===== config.mk =====
export PLATFORM = sky130hd
export DESIGN_NAME = uart_tx_ctrl
export DESIGN_NICKNAME = d
export VERILOG_FILES = /design/src/rtl/uart_pkg.sv /design/src/rtl/uart_tx_ctrl_frame_gen.sv /design/src/rtl/uart_tx_ctrl.sv
export SDC_FILE = /design/constraint.sdc
export NUM_CORES = 1
export LEC_CHECK = 0
export ABC_AREA = 1
export BUFFER_PORTS_ARGS = -buffer_cell sky130_fd_sc_hd__buf_2
export CORE_UTILIZATION = 66
export DETAILED_ROUTE_END_ITERATION = 6
export MAX_ROUTING_LAYER = met4
export PLACE_DENSITY = 0.86
export SYNTH_ARGS = -nofsm -noshare
export SYNTH_HDL_FRONTEND = slang
export SYNTH_HIERARCHICAL = 1
export SYNTH_SLANG_ARGS = --single-unit

===== constraint.sdc =====
create_clock -name clk -period 4.7 [get_ports clk]
set_input_delay 0.47 -clock clk [delete_from_list [all_inputs] [get_ports clk]]
set_output_delay 0.47 -clock clk [all_outputs]
set_load 0.01 [all_outputs]

===== src/rtl/uart_pkg.sv =====
// Shared definitions for the UART transmit path.
//   FRAME_W       width of the packed serial frame (start + data + parity + stops)
//   PAR_*         parity_type codes
//   state_t       transmit controller state encoding
//   parity_en()   true when the parity code inserts a parity bit
//   frame_len()   number of bits in a frame for a given line configuration
package uart_pkg;

    localparam int FRAME_W = 12;

    localparam logic [1:0] PAR_NONE0 = 2'b00;
    localparam logic [1:0] PAR_ODD   = 2'b01;
    localparam logic [1:0] PAR_EVEN  = 2'b10;
    localparam logic [1:0] PAR_NONE3 = 2'b11;

    typedef enum logic [1:0] {
        ST_IDLE = 2'd0,
        ST_LOAD = 2'd1,
        ST_SEND = 2'd2
    } state_t;

    function automatic logic parity_en(input logic [1:0] pt);
        logic en;
        case (pt)
            PAR_ODD, PAR_EVEN:     en = 1'b1;
            PAR_NONE0, PAR_NONE3:  en = 1'b0;
            default:               en = 1'b0;
        endcase
        return en;
    endfunction

    // start + data (7|8) + optional parity + stop (1|2): always 9..12
    function automatic logic [3:0] frame_len(input logic dl, input logic [1:0] pt,
                                             input logic sb);
        return 4'd1 + (dl ? 4'd8 : 4'd7) + (parity_en(pt) ? 4'd1 : 4'd0)
                    + (sb ? 4'd2 : 4'd1);
    endfunction

endpackage


===== src/rtl/uart_tx_ctrl_frame_gen.sv =====
// frame_gen: combinational UART frame packer.
//   rst          in   active-low; when low the output is forced to zero
//   data         in   byte to pack (bit 7 dropped in 7-bit mode)
//   data_length  in   0 = 7 data bits, 1 = 8
//   parity_type  in   parity code, selects whether parity_out is inserted
//   parity_out   in   precomputed parity bit
//   stop_bits    in   0 = one stop bit, 1 = two
//   frame_out    out  frame in the low len bits, start bit at bit len-1,
//                     data MSB first, then parity, then stop bits
module frame_gen
    import uart_pkg::*;
(
    input  logic               rst,
    input  logic [7:0]         data,
    input  logic               data_length,
    input  logic [1:0]         parity_type,
    input  logic               parity_out,
    input  logic               stop_bits,
    output logic [FRAME_W-1:0] frame_out
);

    logic [FRAME_W-1:0] acc;

    // Bits are shifted in in transmission order, so the first bit sent
    // naturally lands at the top of the low len bits.
    always_comb begin
        acc = '0;
        acc = {acc[FRAME_W-2:0], 1'b0};
        for (int i = 7; i >= 0; i--) begin
            if (i != 7 || data_length) begin
                acc = {acc[FRAME_W-2:0], data[i]};
            end
        end
        if (parity_en(parity_type)) begin
            acc = {acc[FRAME_W-2:0], parity_out};
        end
        acc = {acc[FRAME_W-2:0], 1'b1};
        if (stop_bits) begin
            acc = {acc[FRAME_W-2:0], 1'b1};
        end
        frame_out = rst ? acc : '0;
    end

endmodule


===== src/rtl/uart_tx_ctrl.sv =====
// uart_tx_ctrl: UART transmit controller.
//   clk          in   system clock
//   rst          in   asynchronous active-low reset
//   tx_valid     in   byte available on tx_data
//   tx_data      in   byte to send
//   tx_ready     out  controller can accept a byte (IDLE)
//   parity_type  in   00/11 none, 01 odd, 10 even
//   stop_bits    in   0 = one stop bit, 1 = two
//   data_length  in   0 = 7 data bits, 1 = 8
//   tx           out  registered serial line, idle high
//   busy         out  frame in progress
//   tx_done      out  one-cycle pulse after the last stop-bit period
module uart_tx_ctrl
    import uart_pkg::*;
#(
    parameter int CLKS_PER_BIT = 868
) (
    input  logic       clk,
    input  logic       rst,
    input  logic       tx_valid,
    input  logic [7:0] tx_data,
    output logic       tx_ready,
    input  logic [1:0] parity_type,
    input  logic       stop_bits,
    input  logic       data_length,
    output logic       tx,
    output logic       busy,
    output logic       tx_done
);

    localparam int BAUD_W = $clog2(CLKS_PER_BIT);
    localparam logic [BAUD_W-1:0] BAUD_LAST = BAUD_W'(CLKS_PER_BIT - 1);

    state_t               state_reg, state_next;
    logic                 accept;

    logic [7:0]           data_reg;
    logic [1:0]           par_reg;
    logic                 stop_reg;
    logic                 dl_reg;

    logic [FRAME_W-1:0]   shift_reg;
    logic [3:0]           bit_cnt_reg;
    logic [BAUD_W-1:0]    baud_cnt_reg;
    logic                 tx_reg;
    logic                 done_reg;

    logic [7:0]           sent_data;
    logic                 parity_bit;
    logic [3:0]           len;
    logic [FRAME_W-1:0]   frame_out;

    // Parity covers only the bits that actually go on the line.
    assign sent_data  = dl_reg ? data_reg : {1'b0, data_reg[6:0]};
    assign parity_bit = (par_reg == PAR_ODD) ? ~^sent_data : ^sent_data;
    assign len        = frame_len(dl_reg, par_reg, stop_reg);

    frame_gen u_frame_gen (
        .rst         (1'b1),
        .data        (data_reg),
        .data_length (dl_reg),
        .parity_type (par_reg),
        .parity_out  (parity_bit),
        .stop_bits   (stop_reg),
        .frame_out   (frame_out)
    );

    always_ff @(posedge clk or negedge rst) begin
        if (!rst) begin
            state_reg <= ST_IDLE;
        end else begin
            state_reg <= state_next;
        end
    end

    // SEND keeps one extra cycle with bit_cnt_reg == 0: tx lags the shift
    // register by one cycle, so that cycle is the tail of the last stop bit.
    always_comb begin
        state_next = state_reg;
        accept     = 1'b0;
        case (state_reg)
            ST_IDLE: begin
                if (tx_valid) begin
                    accept     = 1'b1;
                    state_next = ST_LOAD;
                end
            end
            ST_LOAD: state_next = ST_SEND;
            ST_SEND: begin
                if (bit_cnt_reg == 4'd0) begin
                    state_next = ST_IDLE;
                end
            end
            default: state_next = ST_IDLE;
        endcase
    end

    always_ff @(posedge clk or negedge rst) begin
        if (!rst) begin
            data_reg     <= '0;
            par_reg      <= '0;
            stop_reg     <= 1'b0;
            dl_reg       <= 1'b0;
            shift_reg    <= '1;
            bit_cnt_reg  <= '0;
            baud_cnt_reg <= '0;
            tx_reg       <= 1'b1;
            done_reg     <= 1'b0;
        end else begin
            done_reg <= (state_reg == ST_SEND) && (bit_cnt_reg == 4'd0);
            if (accept) begin
                data_reg <= tx_data;
                par_reg  <= parity_type;
                stop_reg <= stop_bits;
                dl_reg   <= data_length;
            end
            case (state_reg)
                ST_LOAD: begin
                    // Left-align so the start bit sits at bit FRAME_W-1.
                    shift_reg    <= frame_out << (4'(FRAME_W) - len);
                    bit_cnt_reg  <= len;
                    baud_cnt_reg <= '0;
                    tx_reg       <= 1'b1;
                end
                ST_SEND: begin
                    if (bit_cnt_reg != 4'd0) begin
                        tx_reg <= shift_reg[FRAME_W-1];
                        if (baud_cnt_reg == BAUD_LAST) begin
                            shift_reg    <= {shift_reg[FRAME_W-2:0], 1'b1};
                            bit_cnt_reg  <= bit_cnt_reg - 4'd1;
                            baud_cnt_reg <= '0;
                        end else begin
                            baud_cnt_reg <= baud_cnt_reg + BAUD_W'(1);
                        end
                    end else begin
                        tx_reg <= 1'b1;
                    end
                end
                default: tx_reg <= 1'b1;
            endcase
        end
    end

    assign tx_ready = (state_reg == ST_IDLE);
    assign busy     = (state_reg != ST_IDLE);
    assign tx       = tx_reg;
    assign tx_done  = done_reg;

endmodule


==> results.toml <==
[outcome]
outcome = "finished clean"

[layout]
largest_register_ffs = 12
multi_input_area_sq_mm = 0.00179
diodes = 0
syn2layout_area_growth_pct = 4.90
final_nets = 497
area.sequential_sq_mm = 0.00107
drive_gt1_frac = 0.168
final_core_util = 0.742
fillCellCount = 335

[grt]
grt_use_total = 0.313
grt_start_max_net_pins = 43
overflow = 0
grt_pass1_vias = 2715
grt_pass1_wl_um = 12100
grt_antenna_before_repair = 0

[logic_synthesis]
synth_area_per_cell_sq_um = 6.98
ys_seq_area_frac = 0.337
synth_cell_type_count = 34
synth_edf_count = 0
netlist_area_sq_mm = 0.00317
ys.flop_type = "dfrtp_1"
synth_cells = 454
synth_seq_cells = 42
ys_warn_count = 6
async_flop_share = 1.00

[timing]
worst_pin_slew_ns = 0.945
fin_setup_tns_ns = 0
setup_viol = 0
clock.fmax_mhz = 328
rsz0062_at_grt = "false"
skew_ns = 0.00528
period_needed_ns = 3.05
drv_slew = 0
finalHoldViolations = 0
min_period_over_period = 0.648
slew_headroom = 0.370

[drt]
num_vias = 2942
firstDrtPassIters = 5
routed_wl_um = 6860
initialDrtViolationCount = 242
wire_per_inst_um = 13.1
routed_via_density = 5.64
postRouteAntennaNets = 0
drc = 0

[clock_tree]
cts.sinks = 42
cts_resized = 0
cts_setup_buffers = 0
clockBufferDepth = 2
ctsHtreeMaxLevel = 2
insertion_delay_ns = 0.30
cts_buffers = 5
clk_pin_slew_ns = 0.09
tritoncts = "built"
hold_buffers = 0
cts_root_buf = "clkbuf_8"

[setup_path]
crit_path_end_kind = "flip-flop"
ff2ff_path_depth = 12
slowest_delay_ns = 0.79
criticalPathCategory = "reg2reg"
slowest_stage = "fa_1"
cp.required_ns = 4.94
worstSetupStartpointType = "flip-flop"
crit_chain = "inv_1 -> ha_1 -> fa_1 -> inv_2 -> ha_1 -> inv_1 -> nand2_1 -> nand2_1 -> nand4_1 -> nand2_1 -> nand2_1 -> a21oi_1"
critPathMaxFanout = 14
arrival_ns = 3.28
crit_top_cell = "nand2_1"

[floorplanning]
dieArea_sq_mm = 0.00508
die_w_um = 71.3
placementRows = 24
die_y_um = 71.3
core_area_sq_mm = 0.00447
start_util = 0.708
io_pins = 19

[placement]
dp_hpwl_um = 4960
io_buffer_count = 18
gp_congestion = 0.913

[job]
cap_violations = 0

[min_path]
hold_class = "in2async"
[cell usage in the layout (no fill, tap or decap), types with 4 or more instances in the layout]
master,count
mux2_2,9
o21ai_1,8
nand2_1,130
xnor2_1,7
clkbuf_8,5
inv_2,7
inv_1,46
dfstp_2,13
nand2_2,4
ha_1,12
nor2_1,44
nand3_1,79
dfrtp_1,29
nor2_2,6
a21oi_1,12
o21ai_0,10
conb_1,5
buf_2,18
[cell type report]
cell class                      count  area share
Clock buffer                        5      0.0207
Clock inverter                      3     0.00716
Inverter                           55      0.0644
Multi-Input combinational cell    347       0.540
Sequential cell                    42       0.321
Tap cell                           52      0.0196
Timing Repair Buffer               18      0.0271
[cell families after synthesis]
| logic type | count (synthesis) | synth area share |
|---|---|---|
| mux | 9 | 0.0320 |
| fa+ha+maj | 13 | 0.0537 |
| xor+xnor | 10 | 0.0277 |
| flops | 42 | 0.337 |
| buf+inv | 68 | 0.100 |
| other cells | 2 | 0.00237 |
| simple gates | 274 | 0.384 |
| compound gates | 36 | 0.0632 |
[synth_stat cells, types with 2 or more instances]
master     n  share of area
nor3_2     2         0.0063
nand2_1  130           0.15
ha_1      12          0.047
conb_1     2         0.0024
o21ai_2    2         0.0055
nand3_1   79           0.12
a21oi_1   12          0.019
xnor2_1    7          0.019
a21oi_2    3         0.0083
o21ai_0   10          0.016
nand2_4    3          0.011
nand4_1    2         0.0040
o21ai_1    8          0.013
nand2_2    4         0.0079
dfstp_2   13           0.11
buf_4      6          0.014
nor2_1    44          0.052
mux2_2     9          0.032
nor2_2     6          0.012
inv_1     46          0.055
dfrtp_1   29           0.23
inv_2      7         0.0083
buf_2      2         0.0032
xor2_1     3         0.0083
buf_6      4          0.014
[routing by layer]
layer / global-route usage / part of all wire / vias to the layer above
li1: - / - / 1469
met1: 0.429 / 0.47 / 1348
met2: 0.483 / 0.47 / 108
met3: 0.0520 / 0.052 / 17
met4: 0.0933 / 0.016 / 0
met5: - / 0 / -
[per-stage QoR]
step	hold slack, ns	instances	instance area (sq um)	setup slack [ns]
global placement	0.456	514	3230	1.84
finish	0.301	522	3320	1.65
floorplan	0.174	457	3180	2.28
CTS	0.350	522	3320	1.71
global route	0.389	522	3320	1.45
detailed placement	0.459	514	3230	1.74
[critical path, delay by kind of cell, from the launching register on]
family,cells,cell delay [ns]
AND/OR/NAND/NOR,5,0.64
buffers and inverters,3,0.39
flip-flops,1,0.44
AO/OA/AOI/OAI,1,0.13
adder cells (fa/ha/maj),3,1.38
[worst paths after layout]
| check | from | to | slack [ns] |
|---|---|---|---|
| worst min register to register | shift_reg[8] | shift_reg[8] | 0.47 |
| worst max-delay path | par_reg[1] | shift_reg[9] | 1.65 |
| min in group clk | tx_data[0] | data_reg[0] | 0.40 |
| max in group asynchronous | rst | baud_cnt_reg[4] | 3.81 |
| worst min-delay path | rst | data_reg[5] | 0.30 |
| worst max register to register | par_reg[1] | shift_reg[9] | 1.65 |
Power is left out: the tool's default activity adds up to more than one toggle a clock period on the data nets, which glitch-free logic cannot reach.
